===== config.mk =====
export PLATFORM = sky130hd
export DESIGN_NAME = uart_tx_scheduler
export DESIGN_NICKNAME = d
export VERILOG_FILES = /design/src/rtl/uart_tx_scheduler.sv
export SDC_FILE = /design/constraint.sdc
export NUM_CORES = 1
export LEC_CHECK = 0
export ABC_AREA = 1
export CAP_MARGIN = 20
export CORE_UTILIZATION = 57
export CTS_BUF_LIST = sky130_fd_sc_hd__clkbuf_4 sky130_fd_sc_hd__clkbuf_8
export CTS_CLUSTER_SIZE = 12
export DETAILED_ROUTE_END_ITERATION = 10
export PLACE_DENSITY_LB_ADDON = 0.05
export SLEW_MARGIN = 20
export SYNTH_ARGS = -nofsm -noshare
export SYNTH_HDL_FRONTEND = slang
export SYNTH_SLANG_ARGS = --single-unit
export TNS_END_PERCENT = 30

===== constraint.sdc =====
create_clock -name Clock -period 4.7 [get_ports Clock]
set_input_delay 0.94 -clock Clock [delete_from_list [all_inputs] [get_ports Clock]]
set_output_delay 0.94 -clock Clock [all_outputs]
set_load 0.02 [all_outputs]

===== src/rtl/uart_tx_scheduler.sv =====
// Round-robin scheduler sharing one UART transmitter among NUM_REQ byte sources; owns the baud selector.
// Latency: Request sampled in IDLE -> Grant/TxStart/TxData registered next cycle; rate ack 1 cycle after acceptance.
// Backpressure: Request/RateChangeRequest are held levels, sampled only in IDLE while TxBusy is low.
module uart_tx_scheduler #(
  parameter int NUM_REQ       = 4,
  parameter int DATA_WIDTH    = 8,
  parameter int SETTLE_CYCLES = 4,
  parameter int BUSY_TIMEOUT  = 15
) (
  input  logic                          Clock,
  input  logic                          ResetN,
  input  logic [NUM_REQ-1:0]            Request,
  input  logic [NUM_REQ*DATA_WIDTH-1:0] RequestData,
  output logic [NUM_REQ-1:0]            Grant,
  output logic [2:0]                    Owner,
  output logic                          TxStart,
  output logic [DATA_WIDTH-1:0]         TxData,
  input  logic                          TxBusy,
  input  logic                          RateChangeRequest,
  input  logic [1:0]                    NewBaudrate,
  output logic                          RateChangeAck,
  output logic [1:0]                    BaudrateSelector,
  output logic                          Idle,
  output logic                          TxTimeout
);

  typedef enum logic [2:0] {
    IDLE,
    WAIT_BUSY,
    WAIT_DONE,
    RECONFIG,
    SETTLE
  } state_t;

  typedef enum logic [1:0] {
    BAUD_1200 = 2'b00,
    BAUD_2400 = 2'b01,
    BAUD_4800 = 2'b10,
    BAUD_9600 = 2'b11
  } baud_t;

  // Everything that describes one issued byte travels together.
  typedef struct packed {
    logic [NUM_REQ-1:0]    grant;
    logic                  start;
    logic [DATA_WIDTH-1:0] data;
    logic [2:0]            owner;
  } txIssue_t;

  localparam logic [3:0] TIMEOUT_LAST = 4'(BUSY_TIMEOUT);
  localparam logic [3:0] SETTLE_LAST  = 4'(SETTLE_CYCLES - 1);
  localparam logic [2:0] OWNER_RESET  = 3'(NUM_REQ - 1);

  state_t   state;
  state_t   nextState;
  logic [3:0] count;
  logic [3:0] nextCount;
  txIssue_t issue;
  txIssue_t nextIssue;
  baud_t    pendingRate;
  baud_t    nextPendingRate;
  baud_t    baudSel;
  baud_t    nextBaudSel;
  logic     ackReg;
  logic     nextAck;
  logic     timeoutReg;
  logic     nextTimeout;

  logic                  pickValid;
  logic [2:0]            pickIdx;
  logic [NUM_REQ-1:0]    pickOneHot;
  logic [DATA_WIDTH-1:0] pickData;

  // Round-robin pick: the first set Request bit at distance 1..NUM_REQ above the last owner.
  // A requester that was just served is reached last, so continuous demand rotates fairly.
  always_comb begin
    pickValid  = 1'b0;
    pickIdx    = '0;
    pickOneHot = '0;
    pickData   = '0;
    for (int k = 1; k <= NUM_REQ; k++) begin
      for (int i = 0; i < NUM_REQ; i++) begin
        if (!pickValid && Request[i] && (((int'(issue.owner) + k) % NUM_REQ) == i)) begin
          pickValid     = 1'b1;
          pickIdx       = 3'(i);
          pickOneHot[i] = 1'b1;
          pickData      = RequestData[i*DATA_WIDTH +: DATA_WIDTH];
        end
      end
    end
  end

  // Next-state and next-output logic; Grant/TxStart/Ack default low so they are single-cycle pulses.
  always_comb begin
    nextState       = state;
    nextCount       = count;
    nextIssue       = issue;
    nextIssue.grant = '0;
    nextIssue.start = 1'b0;
    nextPendingRate = pendingRate;
    nextBaudSel     = baudSel;
    nextAck         = 1'b0;
    nextTimeout     = timeoutReg;

    case (state)
      IDLE: begin
        // A rate change outranks data so a pending reconfiguration cannot be starved.
        if (RateChangeRequest && !TxBusy) begin
          nextPendingRate = baud_t'(NewBaudrate);
          nextState       = RECONFIG;
        end else if (pickValid && !TxBusy) begin
          nextIssue.grant = pickOneHot;
          nextIssue.start = 1'b1;
          nextIssue.data  = pickData;
          nextIssue.owner = pickIdx;
          nextCount       = '0;
          nextState       = WAIT_BUSY;
        end
      end

      WAIT_BUSY: begin
        if (TxBusy) begin
          nextState = WAIT_DONE;
        end else begin
          nextCount = count + 4'd1;
          // Transmitter never acknowledged: flag it and give up on this byte.
          if ((count + 4'd1) == TIMEOUT_LAST) begin
            nextTimeout = 1'b1;
            nextState   = IDLE;
          end
        end
      end

      WAIT_DONE: begin
        if (!TxBusy) begin
          nextState = IDLE;
        end
      end

      RECONFIG: begin
        // Same-rate requests still go through ack and settle so the handshake is uniform.
        nextBaudSel = pendingRate;
        nextAck     = 1'b1;
        nextCount   = '0;
        nextState   = SETTLE;
      end

      SETTLE: begin
        // Gives the baud generator time to lock onto the new divisor before the next frame.
        if (count == SETTLE_LAST) begin
          nextState = IDLE;
        end else begin
          nextCount = count + 4'd1;
        end
      end

      default: begin
        nextState = IDLE;
      end
    endcase
  end

  // State and output registers; asynchronous reset abandons any in-flight byte.
  always_ff @(posedge Clock or negedge ResetN) begin
    if (!ResetN) begin
      state       <= IDLE;
      count       <= '0;
      issue.grant <= '0;
      issue.start <= 1'b0;
      issue.data  <= '0;
      issue.owner <= OWNER_RESET;
      pendingRate <= BAUD_1200;
      baudSel     <= BAUD_1200;
      ackReg      <= 1'b0;
      timeoutReg  <= 1'b0;
    end else begin
      state       <= nextState;
      count       <= nextCount;
      issue       <= nextIssue;
      pendingRate <= nextPendingRate;
      baudSel     <= nextBaudSel;
      ackReg      <= nextAck;
      timeoutReg  <= nextTimeout;
    end
  end

  assign Grant            = issue.grant;
  assign TxStart          = issue.start;
  assign TxData           = issue.data;
  assign Owner            = issue.owner;
  assign BaudrateSelector = baudSel;
  assign RateChangeAck    = ackReg;
  assign TxTimeout        = timeoutReg;
  assign Idle             = (state == IDLE);

endmodule

==> summary.md <==
| Metric | Value |
|---|---|
| Global route total overflow | 0 |
| Die boundary width | 71.3 um |
| # resized after CTS | 0 |
| Diode count | 0 |
| Sw Share | 0.530 |
| Min-delay worst type | flip-flop to flip-flop |
| Unrepaired setup endpoints after global routing | no |
| Antenna-violating nets left | 0 |
| Kind of launch point of the worst setup path | primary input |
| Final standard cell area without fillers | 3440 um2 |
| Number of warnings issued by yosys | 0 |
| Count of buffer and inverter cells on the critical path | 3 |
| Number of antenna violations at the first check in global routing | 0 |
| Largest incremental delay on the critical path | 0.69 ns |
| Most frequent cell on the critical path | sky130_fd_sc_hd__nand4_1 |
| Biggest fanout along the worst timing path | 15 |
| First-pass DRT Iterations | 9 |
| Part of the cycle the worst path needs | 0.875 |
| Global-route wire length before repair | 15.4 mm |
| Length of routed met3 wiring | around 970 um |
| Commonest non-fill, non-tap cell in the layout | sky130_fd_sc_hd__nand2_1 |
| Slowest-stage cell, CP | sky130_fd_sc_hd__clkdlybuf4s50_1 |
| Proportion of synthesized chip area in sequential cells | 0.257 |
| Clock tree from TritonCTS | done |
| Clock Skew | 0.00969 ns |
| Type of destination of the critical path | flip-flop |
| Post-CTS Setup Inserts | 0 |
| Crit path DAT | roughly 4.3 ns |
| Clock Tree Root | sky130_fd_sc_hd__clkbuf_8 |
| Seq pwr share | 0.218 |
| Number of cells on the critical path | 13 |
| Highest Clock Rate | 243 MHz |
| Internal power contribution | between 0.8 and 0.9 mW |
| Count of state elements after synthesis | 28 |
| Clock latency at the later pin of the worst-skew pair | ~0.28 ns |
| Leakage dissipation | 1.74 nW |
| Max Transition Viols Final | 0 |
| Maximum ir drop on the vdd rail | between 0.2 and 0.3 mV |
| Routed wire length | 9.00 mm |
| Count of input and output buffers | 61 |
| Met1 WL | 3.34 mm |
| Mapped cell area | 2740 um2 |
| Starting Density | 0.612 |
| Inserted Clock Buffers | 3 |
| # Max-Cap Violations | 0 |
| Count of unresolved DRC violations after routing | 6 |
| Floorplan Core Area | approximately 4500 um2 |
| Clock sink total | 28 |
| Hold violation count in the final report | 0 |
| Total negative slack for setup checks | 0 ns |
| Io pins | 63 |
| Required @ worst endpoint | approximately 5 ns |
| DR vias | around 3400 |
| GRT Util Overall | 0.383 |
| Level count of the clock H-tree | 1 |
| Power per unit of standard cell area | 518 nW/um2 |
| Kind of cell with the highest combined delay on the critical path | simple AND/OR/NAND/NOR gates |
| Hold Buf Count CTS | 0 |
| Die Span Y | 71.3 um |
| Via count of the first global-routing pass | ~3500 |
| Critical Setup Path Class | primary input to flip-flop |
| Minimum clock period | between 4 and 5 ns |
| Filler instances | around 390 |
| Clock Path Buffers | 2 |
| Syn Nets | 512 |
| Area added between synthesis and finish | 25.7% |
| Standard-cell row count | 24 |
| Portion of total power attributed to the clock network | 0.086 |
| Number of standard cells after synthesis | 468 |
| Global placement routability congestion | between 1 and 1.5 |
| Result of the run | finished with violations |
| Wire per inst | about 16 um |
| NumNets Final | 571 |
| Rel. slew slack | 0.505 |
| HPWL after detailed placement | around 6.3 mm |
| Failing checks | design-rule violations |
| Worst-Margin Slew | 0.739 ns |
| CP cell instances | clkdlybuf4s50_1, inv_1, nor2_1, nor3_2, nand4_1, nor2_2, nand4_1, nor2_1, nand4_1, nand3_2, inv_2, nand2_1, nand2_1 |
| First DRT Iteration DRCs | 380 |
| NetSw | between 0.9 and 1 mW |
| Mean post-synth cell area | 5.85 um2 |
| Setup-violating endpoint count in the final report | 0 |
| Vias per std cell | 5.93 |
| Layout cell share with drive strength beyond 1 | 0.0722 |
| Pin count of the biggest net entering global routing | 29 |
| Most frequent cells in the layout | 110 x sky130_fd_sc_hd__nand2_1, 106 x sky130_fd_sc_hd__nor2_1, 84 x sky130_fd_sc_hd__nand3_1 |
| Number of distinct standard cells referenced by the synthesized netlist | 37 |
| Worst hold path depth | 1 |
| Met2 wire length | 4.33 mm |
| Die Area | 5080 um2 |
| Placed cell area | ~3400 um2 |
| Combinational share of power | 0.696 |
| DR top layer | met4 |
| Clock slew at the register clock pins of the worst setup and hold paths | 0.10 ns |
| Worst-case reg-to-reg path depth | 13 |
## through the flow
step | setup slack (ns) | power, mW | utilization | cells | hold WS (ns)
after global placement | 0.516 | 1.56 | 0.756 | 574 | 0.453
after detailed placement | 0.449 | 1.59 | 0.756 | 574 | 0.455
final | 0.587 | 1.78 | 0.769 | 578 | 0.476
after floorplan | 2.22 | 1.22 | - | 468 | 0.442
after CTS | 0.737 | 1.75 | 0.769 | 578 | 0.478
after global routing | 0.371 | 1.93 | 0.769 | 578 | 0.509
## final cells by class
type	count	area, um2	area share
clock buffer	4	55.1	0.0160
inverter	62	233	0.0677
multi-input combinational	365	1730	0.502
sequential	28	703	0.204
tap	52	65.1	0.0189
timing repair buffer	67	656	0.191
## flip-flops by register name, indices dropped and copies added, names as in the netlist
name,count
Grant,4
Owner,2
BaudrateSelector,2
RateChangeAck,1
pendingRate,2
state,3
TxStart,1
TxData,8
count,4
TxTimeout,1
## cells by family (layout without fill, tap and decap cells)
group / after synthesis / in the layout / share of synthesized area
and+or+nand+nor: 343 / 343 / 0.577
adders and majority gates: 2 / 2 / 0.00914
xor gates and xnor gates: 2 / 2 / 0.00640
DFF: 28 / 28 / 0.257
buffers and inverters: 75 / 133 / 0.112
other: 1 / 1 / 0.00137
AOI/OAI and AO/OA: 17 / 17 / 0.0375
## final timing paths
check                           slack (ns)         to        from
worst min-delay path                  0.48  TxTimeout   TxTimeout
worst max register to register        1.46  TxData[4]    Owner[0]
worst max-delay path                  0.59  TxData[4]  Request[0]
max in group asynchronous             3.36   Owner[1]      ResetN
min in group asynchronous             1.03  TxTimeout      ResetN
worst min register to register        0.48  TxTimeout   TxTimeout
## Yosys cell counts, drive strengths merged
master / count / area share
xor2: 1 / 0.0032
o21ai: 7 / 0.014
dfstp: 2 / 0.019
nand2: 113 / 0.16
ha: 2 / 0.0091
nand3: 88 / 0.17
a221oi: 1 / 0.0032
dfrtp: 26 / 0.24
xnor2: 1 / 0.0032
clkinv: 3 / 0.0041
or2: 1 / 0.0023
o211ai: 1 / 0.0027
clkbuf: 5 / 0.0069
a31oi: 3 / 0.0069
nand4: 23 / 0.063
nor3: 4 / 0.0091
a21oi: 4 / 0.0073
conb: 1 / 0.0014
a31o: 1 / 0.0032
nor2: 113 / 0.17
inv: 59 / 0.081
and3: 1 / 0.0023
buf: 8 / 0.020
## per-layer routing
layer  up-vias  global-route usage
met5         -                   0
met4         0               0.249
met3        55              0.0577
met2       233               0.634
met1      1520               0.466
li1       1621                   -
## worst reg2reg max path: stages, from the launching register on
cell and delay (ns):
sky130_fd_sc_hd__dfstp_2 0.61, sky130_fd_sc_hd__inv_2 0.08, sky130_fd_sc_hd__nand2_2 0.08, sky130_fd_sc_hd__nor2_1 0.17
sky130_fd_sc_hd__nor3_2 0.60, sky130_fd_sc_hd__nand4_1 0.24, sky130_fd_sc_hd__nor2_2 0.19, sky130_fd_sc_hd__nand4_1 0.10
sky130_fd_sc_hd__nor2_1 0.15, sky130_fd_sc_hd__nand4_1 0.19, sky130_fd_sc_hd__nand3_2 0.32, sky130_fd_sc_hd__inv_2 0.21
sky130_fd_sc_hd__nand2_1 0.14, sky130_fd_sc_hd__nand2_1 0.08
## power groups by stage
| stage | clock [mW] | combinational, mW | sequential [mW] |
|---|---|---|---|
| floorplan | 0 | 0.776 | 0.445 |
| global route | 0.160 | 1.37 | 0.397 |
| finish | 0.153 | 1.24 | 0.388 |
| global placement | 0 | 1.17 | 0.388 |
| CTS | 0.151 | 1.21 | 0.386 |
| detailed placement | 0 | 1.20 | 0.391 |
Power figures use the tool's default switching activity.
